## src/rtl/reg_file_pkg.sv

```systemverilog
// reg_file_pkg: shared constants and stack-op encoding for reg_file_stack
package reg_file_pkg;
  localparam int ADDR_ZERO = 0;
  localparam int RA_ADDR   = 1;
  localparam int SP_ADDR   = 3;
  localparam int SP_INIT   = 25;
  localparam int SP_LIMIT  = 0;
  localparam int SP_STEP   = 1;
  typedef enum logic [1:0] {NONE = 2'd0, PUSH = 2'd1, POP = 2'd2, BOTH = 2'd3} stack_op_t;
endpackage

```

## src/rtl/stack_ptr_unit.sv

```systemverilog
// stack_ptr_unit: combinational SP update with bound checks and ovf/unf set pulses
module stack_ptr_unit
  import reg_file_pkg::*;
#(
  parameter int DATA_W   = 32,
  parameter int SP_INIT  = reg_file_pkg::SP_INIT,
  parameter int SP_LIMIT = reg_file_pkg::SP_LIMIT,
  parameter int SP_STEP  = reg_file_pkg::SP_STEP
) (
  input  logic [DATA_W-1:0] sp,
  input  logic              push_en,
  input  logic              pop_en,
  output logic [DATA_W-1:0] sp_next,
  output logic              sp_we,
  output logic              ovf_set,
  output logic              unf_set
);
  stack_op_t op;
  logic can_push, can_pop;
  assign op       = stack_op_t'({pop_en, push_en});
  assign can_push = sp > DATA_W'(SP_LIMIT);
  assign can_pop  = sp < DATA_W'(SP_INIT);
  assign sp_next  = (op == PUSH) ? sp - DATA_W'(SP_STEP) : sp + DATA_W'(SP_STEP);
  assign sp_we    = (op == PUSH && can_push) || (op == POP && can_pop);
  assign ovf_set  = op == PUSH && !can_push;
  assign unf_set  = op == POP && !can_pop;
endmodule

```

## src/rtl/reg_file_stack.sv

```systemverilog
// reg_file_stack: register file with link port and bounded stack pointer; REG_FILE_STACK_BYPASS_EN enables write-to-read forwarding
module reg_file_stack
  import reg_file_pkg::*;
#(
  parameter int DATA_W   = 32,
  parameter int ADDR_W   = 6,
  parameter int RA_ADDR  = reg_file_pkg::RA_ADDR,
  parameter int SP_ADDR  = reg_file_pkg::SP_ADDR,
  parameter int SP_INIT  = reg_file_pkg::SP_INIT,
  parameter int SP_LIMIT = reg_file_pkg::SP_LIMIT,
  parameter int SP_STEP  = reg_file_pkg::SP_STEP
) (
  input  logic              clock,
  input  logic              reset_n,
  input  logic [ADDR_W-1:0] rd_addr_a,
  output logic [DATA_W-1:0] rd_data_a,
  input  logic [ADDR_W-1:0] rd_addr_b,
  output logic [DATA_W-1:0] rd_data_b,
  input  logic              wr_en,
  input  logic [ADDR_W-1:0] wr_addr,
  input  logic [DATA_W-1:0] wr_data,
  input  logic              link_en,
  input  logic [DATA_W-1:0] link_data,
  input  logic              push_en,
  input  logic              pop_en,
  input  logic              flag_clr,
  output logic [DATA_W-1:0] sp_o,
  output logic              stack_ovf,
  output logic              stack_unf
);
  localparam int NUM_REGS = 2 ** ADDR_W;
  localparam logic [ADDR_W-1:0] A_ZERO = ADDR_W'(ADDR_ZERO);
  localparam logic [ADDR_W-1:0] A_RA   = ADDR_W'(RA_ADDR);
  localparam logic [ADDR_W-1:0] A_SP   = ADDR_W'(SP_ADDR);
  logic [DATA_W-1:0] regs [NUM_REGS];
  logic [DATA_W-1:0] sp_next;
  logic sp_we, ovf_set, unf_set;
  stack_ptr_unit #(
    .DATA_W(DATA_W), .SP_INIT(SP_INIT), .SP_LIMIT(SP_LIMIT), .SP_STEP(SP_STEP)
  ) u_sp (
    .sp(regs[SP_ADDR]), .push_en(push_en), .pop_en(pop_en),
    .sp_next(sp_next), .sp_we(sp_we), .ovf_set(ovf_set), .unf_set(unf_set)
  );
  // register writes: later assignments win, giving stack op > link > general priority
  always_ff @(posedge clock) begin
    if (!reset_n) begin
      for (int i = 0; i < NUM_REGS; i++) regs[i] <= (i == SP_ADDR) ? DATA_W'(SP_INIT) : '0;
      stack_ovf <= 1'b0;
      stack_unf <= 1'b0;
    end else begin
      if (wr_en && wr_addr != A_ZERO) regs[wr_addr] <= wr_data;
      if (link_en && A_RA != A_ZERO) regs[RA_ADDR] <= link_data;
      if (sp_we && A_SP != A_ZERO) regs[SP_ADDR] <= sp_next;
      stack_ovf <= ovf_set | (stack_ovf & ~flag_clr);
      stack_unf <= unf_set | (stack_unf & ~flag_clr);
    end
  end
`ifdef REG_FILE_STACK_BYPASS_EN
  function automatic logic [DATA_W-1:0] rd_val(input logic [ADDR_W-1:0] a);
    logic [DATA_W-1:0] v;
    v = regs[a];
    if (wr_en && wr_addr == a) v = wr_data;
    if (link_en && a == A_RA) v = link_data;
    if (sp_we && a == A_SP) v = sp_next;
    return (a == A_ZERO) ? '0 : v;
  endfunction
`else
  function automatic logic [DATA_W-1:0] rd_val(input logic [ADDR_W-1:0] a);
    return (a == A_ZERO) ? '0 : regs[a];
  endfunction
`endif
  // read ports and SP mirror
  always_comb begin
    rd_data_a = rd_val(rd_addr_a);
    rd_data_b = rd_val(rd_addr_b);
    sp_o      = rd_val(A_SP);
  end
endmodule

```

## config.mk

```make
export PLATFORM = sky130hd
export DESIGN_NAME = reg_file_stack
export DESIGN_NICKNAME = d
export VERILOG_FILES = /design/src/rtl/reg_file_pkg.sv /design/src/rtl/stack_ptr_unit.sv /design/src/rtl/reg_file_stack.sv
export SDC_FILE = /design/constraint.sdc
export NUM_CORES = 2
export LEC_CHECK = 0
export ABC_AREA = 0
export CORE_MARGIN = 2
export CORE_UTILIZATION = 58
export CTS_CLUSTER_DIAMETER = 30
export CTS_CLUSTER_SIZE = 24
export DETAILED_ROUTE_END_ITERATION = 8
export PLACE_DENSITY = 0.75
export SLEW_MARGIN = 10
export SYNTH_ARGS = -nofsm -noshare
export SYNTH_HDL_FRONTEND = slang
export SYNTH_SLANG_ARGS = --single-unit
```

## constraint.sdc

```tcl
create_clock -name clock -period 7.5 [get_ports clock]
set_clock_uncertainty 0.05 [all_clocks]
set_input_delay 1.125 -clock clock [delete_from_list [all_inputs] [get_ports clock]]
set_output_delay 1.125 -clock clock [all_outputs]
set_load 0.03 [all_outputs]
```

# Word-level counts from Yosys, hierarchy flattened
# Memory sizes are Yosys's and may differ from the RTL's.
# Cells that the tools add are included.
dict set report word_totals {
  ramBits 2048
  memories 1
  reg_bits 2
  inputBits 89
}
# memory depth word_bits read_ports rd_ports_with_merged_regs wr line
set mem_list {}
lappend mem_list {regs 64 32 3 0 64 reg_file_stack.sv:35} ;# logic [DATA_W-1:0] regs [NUM_REGS];
dict set report op_classes {
  n_eq_ne 4
  muxes 18
  reduce_logical 12
  n_bitwise 13
  addsub 2
  magnitude_cmp 2
}
# op count
set op_table {}
lappend op_table {{32-bit two-way mux} 6}
lappend op_table {{32-bit by 1-bit adder with 32-bit output, second input constant} 1}
lappend op_table {{32-bit by 1-bit > comparator with 1-bit output, second input constant} 1}
lappend op_table {{32-bit by 5-bit less-than comparator with 1-bit output, second input constant} 1}
lappend op_table {{32-bit OR reduction} 1}
lappend op_table {{32-bit by 1-bit subtractor with 32-bit output, second input constant} 1}
lappend op_table {{6-bit equality test, second input constant} 2}
lappend op_table {{6-bit logical NOT} 2}
lappend op_table {{1-bit two-way mux} 11}
lappend op_table {{1-bit bitwise AND} 6}
lappend op_table {{6-bit two-way mux} 1}
lappend op_table {{6-bit nonzero test} 1}
lappend op_table {{1-bit logical AND} 5}
lappend op_table {{1-bit bitwise OR} 4}
lappend op_table {{1-bit NOT} 3}
lappend op_table {{2-bit by 1-bit equality test with 1-bit output, second input constant} 1}
lappend op_table {{2-bit equality test, second input constant} 1}
lappend op_table {{1-bit logical NOT} 2}
lappend op_table {{1-bit logical OR} 1}

# Logic depth before layout (Yosys ltp)
dict set report logic_depth {
  depth_word 11
  mapped_depth 14
  ltp_nobuf 10
}

# Modules after synthesis
# Synthesis repeated with hierarchy kept, for this count alone.
dict set report hier_totals {
  cells_unflattened 7443
  hier_area_um2 110885.1
}
# mod instances area_each_um2 cells_each
set by_module_without_submodules {}
lappend by_module_without_submodules {reg_file_stack 1 109050.8 7148}
lappend by_module_without_submodules {stack_ptr_unit 1 1834.3 295}

# Worst setup path before layout
# OpenSTA, ideal clock, no wires.
dict set report synth_path {
  kind {input-to-reg}
  from {input port wr_addr[3]}
  to {memory regs[22][0], enable pin}
  required_ns 6.984
  path_buffers 3
  stages 6
  arrival_ns 4.665
  setup_time_ns 0.466
  path_slack_ns 2.319
  path_cell_list {clkbuf_1 > or3b_2 > clkbuf_1 > or2_2 > clkbuf_1 > o21ai_0}
}
# item line
set synth_lines {}
lappend synth_lines {{from (decl)} reg_file_stack.sv:20} ;# input logic [ADDR_W-1:0] wr_addr,
lappend synth_lines {{to (decl)} reg_file_stack.sv:35}

# Worst setup path in the final report
dict set report layout_path {
  from {input port rd_addr_b[1]}
  to {output port rd_data_b[11]}
}
dict set report layout_via {
  elab_chain_len 2
  word_cells_on_any_way 3
}
# item line
set layout_lines {}
lappend layout_lines {{from (decl)} reg_file_stack.sv:17} ;# input logic [ADDR_W-1:0] rd_addr_b,
lappend layout_lines {{memory read 64 x 32 bit or 6-bit logical NOT (tied branches)} n/a}
lappend layout_lines {{32-bit two-way mux (*)} reg_file_stack.sv:69} ;# return (a == A_ZERO) ? '0 : regs[a];
lappend layout_lines {{to (decl)} reg_file_stack.sv:18} ;# output logic [DATA_W-1:0] rd_data_b,
# Every way passes the cells marked *; elsewhere a longest branch is shown, timed or not.

==> run_results.csv <==
group,metric,value,unit
yosys,synth_area_per_cell,16.1,um^2
route,dr.pass1.iters,6,
timing,setup_tns,0,ns
yosys,syn_area,111000,um^2
timing,drv_slew,0,
grt,grt_first_pass_wirelength,538,mm
critical_path,slowest_stage,"clkdlybuf4s50_1",
die,boundaryPins,187,
placement,place_inst,9069,
yosys,synth.top_cells.by_count,"edfxtp_1, and2_1, mux4_2, clkbuf_1, o21ai_0",
cells_and_area,fin_cells,9857,
yosys,synth.top_cell.area_share,55.5,%
critical_path,worstPathCellList,"buf_8 -> buf_4 -> mux4_2 -> mux4_2 -> mux2_2 -> nand2_1 -> o21ai_0 -> clkdlybuf4s50_1",
die,fp-row-count,160,
timing,slew_headroom,0.637,%
power_and_ir_drop,totalPowerFinal,0.0365,W
critical_path,rr_worst_depth,7,
timing,fin_crit_sh,85.9,%
clocking,cts_buffers,422,
yosys,synth_cell_types,68,
critical_path,critPathArrivalTime,5.27,ns
clocking,clk_pin_slew,0.04,ns
yosys,syn_inst,6875,
power_and_ir_drop,power.leakage,44.6,nW
clocking,hold_buffers,0,
critical_path,critical_path.endpoint,"rd_data_b[11]",
critical_path,slowest_delay,0.72,ns
timing,final-setup-viol-count,0,
critical_path,criticalPathCategory,"in2out",
clocking,clk_latency,1.00,ns
cells_and_area,fillers,11800,
outcome,status,"complete, but fails checks",
die,die_y,441,um
cells_and_area,area_growth,17.7,%
power_and_ir_drop,power_density,280,nW/um^2
cells_and_area,fin_util,68.7,%
timing,min_period,6.44,ns
job,max_cap_viol_count,1,
grt,gr-usage-all-layers,40.5,%
power_and_ir_drop,ir_drop,0.244,mV
placement,routabilityCongestion,0.978,
route,num_vias,72200,
cells_and_area,drive_gt1_share,34.2,%
yosys,yosysWarnings,0,
critical_path,critPathCaptureType,"output port",
yosys,yosysMostFrequentCell,"edfxtp_1",
yosys,yosys_most_used_dff,"edfxtp_1",
clocking,cts_tree,"done",
route,wirelength,390,mm
timing,worst_slack,1.06,ns
clocking,htreeDepth,5,
timing,grt_setup_unrepaired,"no",
timing,tightest_slew,1.45,ns
clocking,cts_setup_buffers,0,
route,route.detailed.drc,0,
critical_path,required,6.32,ns
grt,grt_pass1_vias,72500,
cells_and_area,nets,7074,
outcome,violations,"max-capacitance violations",
clocking,cts-resized-gates,0,
route,via_per_inst,7.32,
critical_path,critPathLaunch,"rd_addr_b[1]",
min_path,holdCritPathClass,"reg2reg",
critical_path,r2r-end,"regs[3][16]",
clocking,clock_path_buffers,4,
grt,grt_start_max_net_pins,85,
grt,overflow,0,
route,antenna_left,0,
clocking,clock-root-buffer,"clkbuf_16",
timing,fmax,155,MHz
yosys,ys_ff_latch,2050,
critical_path,cpMostUsedCell,"mux4_2",
yosys,yosysTopAreaCell,"edfxtp_1",
route,drtIter0Drc,12900,
placement,buffer_ports.inserted,186,
yosys,synthArstFlopShare,0,%
grt,antenna_found_initial,60,
yosys,synth_enable_flop_cells,2048,
placement,dp_slack,1.28,ns
yosys,ys_seq_area_share,55.5,%
clocking,clock_sinks,2050,
die,core,190000,um^2
placement,dp_hpwl,215,mm
critical_path,r2r_start,"regs[3][8]",
critical_path,reg2reg_slack,3.50,ns
critical_path,cp_max_fo,74,
critical_path,start_kind,"input pin",
die,die_area,195000,um^2
timing,final_hold_viol_count,0,
route,wire_per_inst,39.5,um
die,initial_core_util,58.3,%
yosys,synthTopCellsByArea,"edfxtp_1, mux4_2, and2_1, clkbuf_1, o21ai_0",
die,die_x,441,um
[placed cells by master (no fill, tap or decap), types with 52 or more instances in the layout]
cell / synthesis / layout
nand2_1: 94 / 94
o21ai_0: 159 / 98
clkdlybuf4s50_1: 0 / 120
edfxtp_1: 2048 / 2048
mux4_2: 1279 / 1279
buf_4: 2 / 255
mux2_2: 64 / 64
clkbuf_16: 0 / 430
mux2i_1: 73 / 68
clkinv_2: 0 / 52
o21ai_4: 0 / 61
bufinv_16: 0 / 63
clkinv_1: 0 / 58
and2_1: 1955 / 1954
nand3_1: 56 / 54
[layout make-up]
cell class	instances	area, um^2	share of cell area [%]
antenna	27	67.6	0.0518
clock buffer	467	10900	8.36
clock inverter	292	3370	2.59
inverter	6	22.5	0.0173
multi-input combinational	4048	47200	36.2
sequential	2050	61500	47.2
tap	2511	3140	2.41
timing repair buffer	456	4170	3.19
[sequential cells by signal, indices dropped and copies added, names as in the netlist]
signal     count
stack_unf      1
regs        2048
stack_ovf      1
[report_power, final]
part | internal, W | switching [W] | total (W)
Combinational | 0.00164 | 0.00238 | 0.00403
Clock | 0.0126 | 0.00630 | 0.0189
Sequential | 0.0133 | 0.000370 | 0.0136
[worst max-delay path: cells and delay by family]
kind,cells,cell delay (ns)
AO/OA/AOI/OAI,1,0.41
buffers and inverters,3,1.88
multiplexers,3,1.28
AND/OR/NAND/NOR,1,0.43
[how the worst min path moves through the flow]
| stage | from | end | cells past startpoint |
|---|---|---|---|
| 2_1_floorplan | stack_unf | stack_unf | 2 |
| 3_3_place_gp | stack_unf | stack_unf | 2 |
| 4_1_cts | stack_unf | stack_unf | 2 |
| 3_5_place_dp | stack_unf | stack_unf | 2 |
| 5_1_grt | stack_unf | stack_unf | 2 |
| 6_report | stack_unf | stack_unf | 2 |
[kinds of logic (layout without fill, tap and decap cells)]
kind of cell / after synthesis / in the layout / synth area share (%)
compound gates: 252 / 252 / 1.37
other cells: 1 / 59 / 0.00338
buf+inv: 808 / 1221 / 2.88
simple gates: 2306 / 2306 / 12.5
flops: 2050 / 2050 / 55.5
xor+xnor: 40 / 40 / 0.316
fa+ha+maj: 1 / 1 / 0.0113
mux: 1417 / 1417 / 27.3
[metrics by stage]
step	instance area, um^2	hold WS (ns)
final	130000	0.485
after global routing	130000	0.489
after CTS	130000	0.479
after detailed placement	116000	0.439
after global placement	116000	0.430
after floorplan	111000	0.597
[routing by layer]
metal  vias to the layer above  global-route usage, %  routed length [um]
met4                        28                   27.1               30400
met5                         -                      0                 177
li1                      27100                      -                   -
met2                      6885                   58.8              173000
met3                      1407                   17.1               63700
met1                     36800                   49.6              122000
No activity file was read; power rests on OpenSTA's default activity.
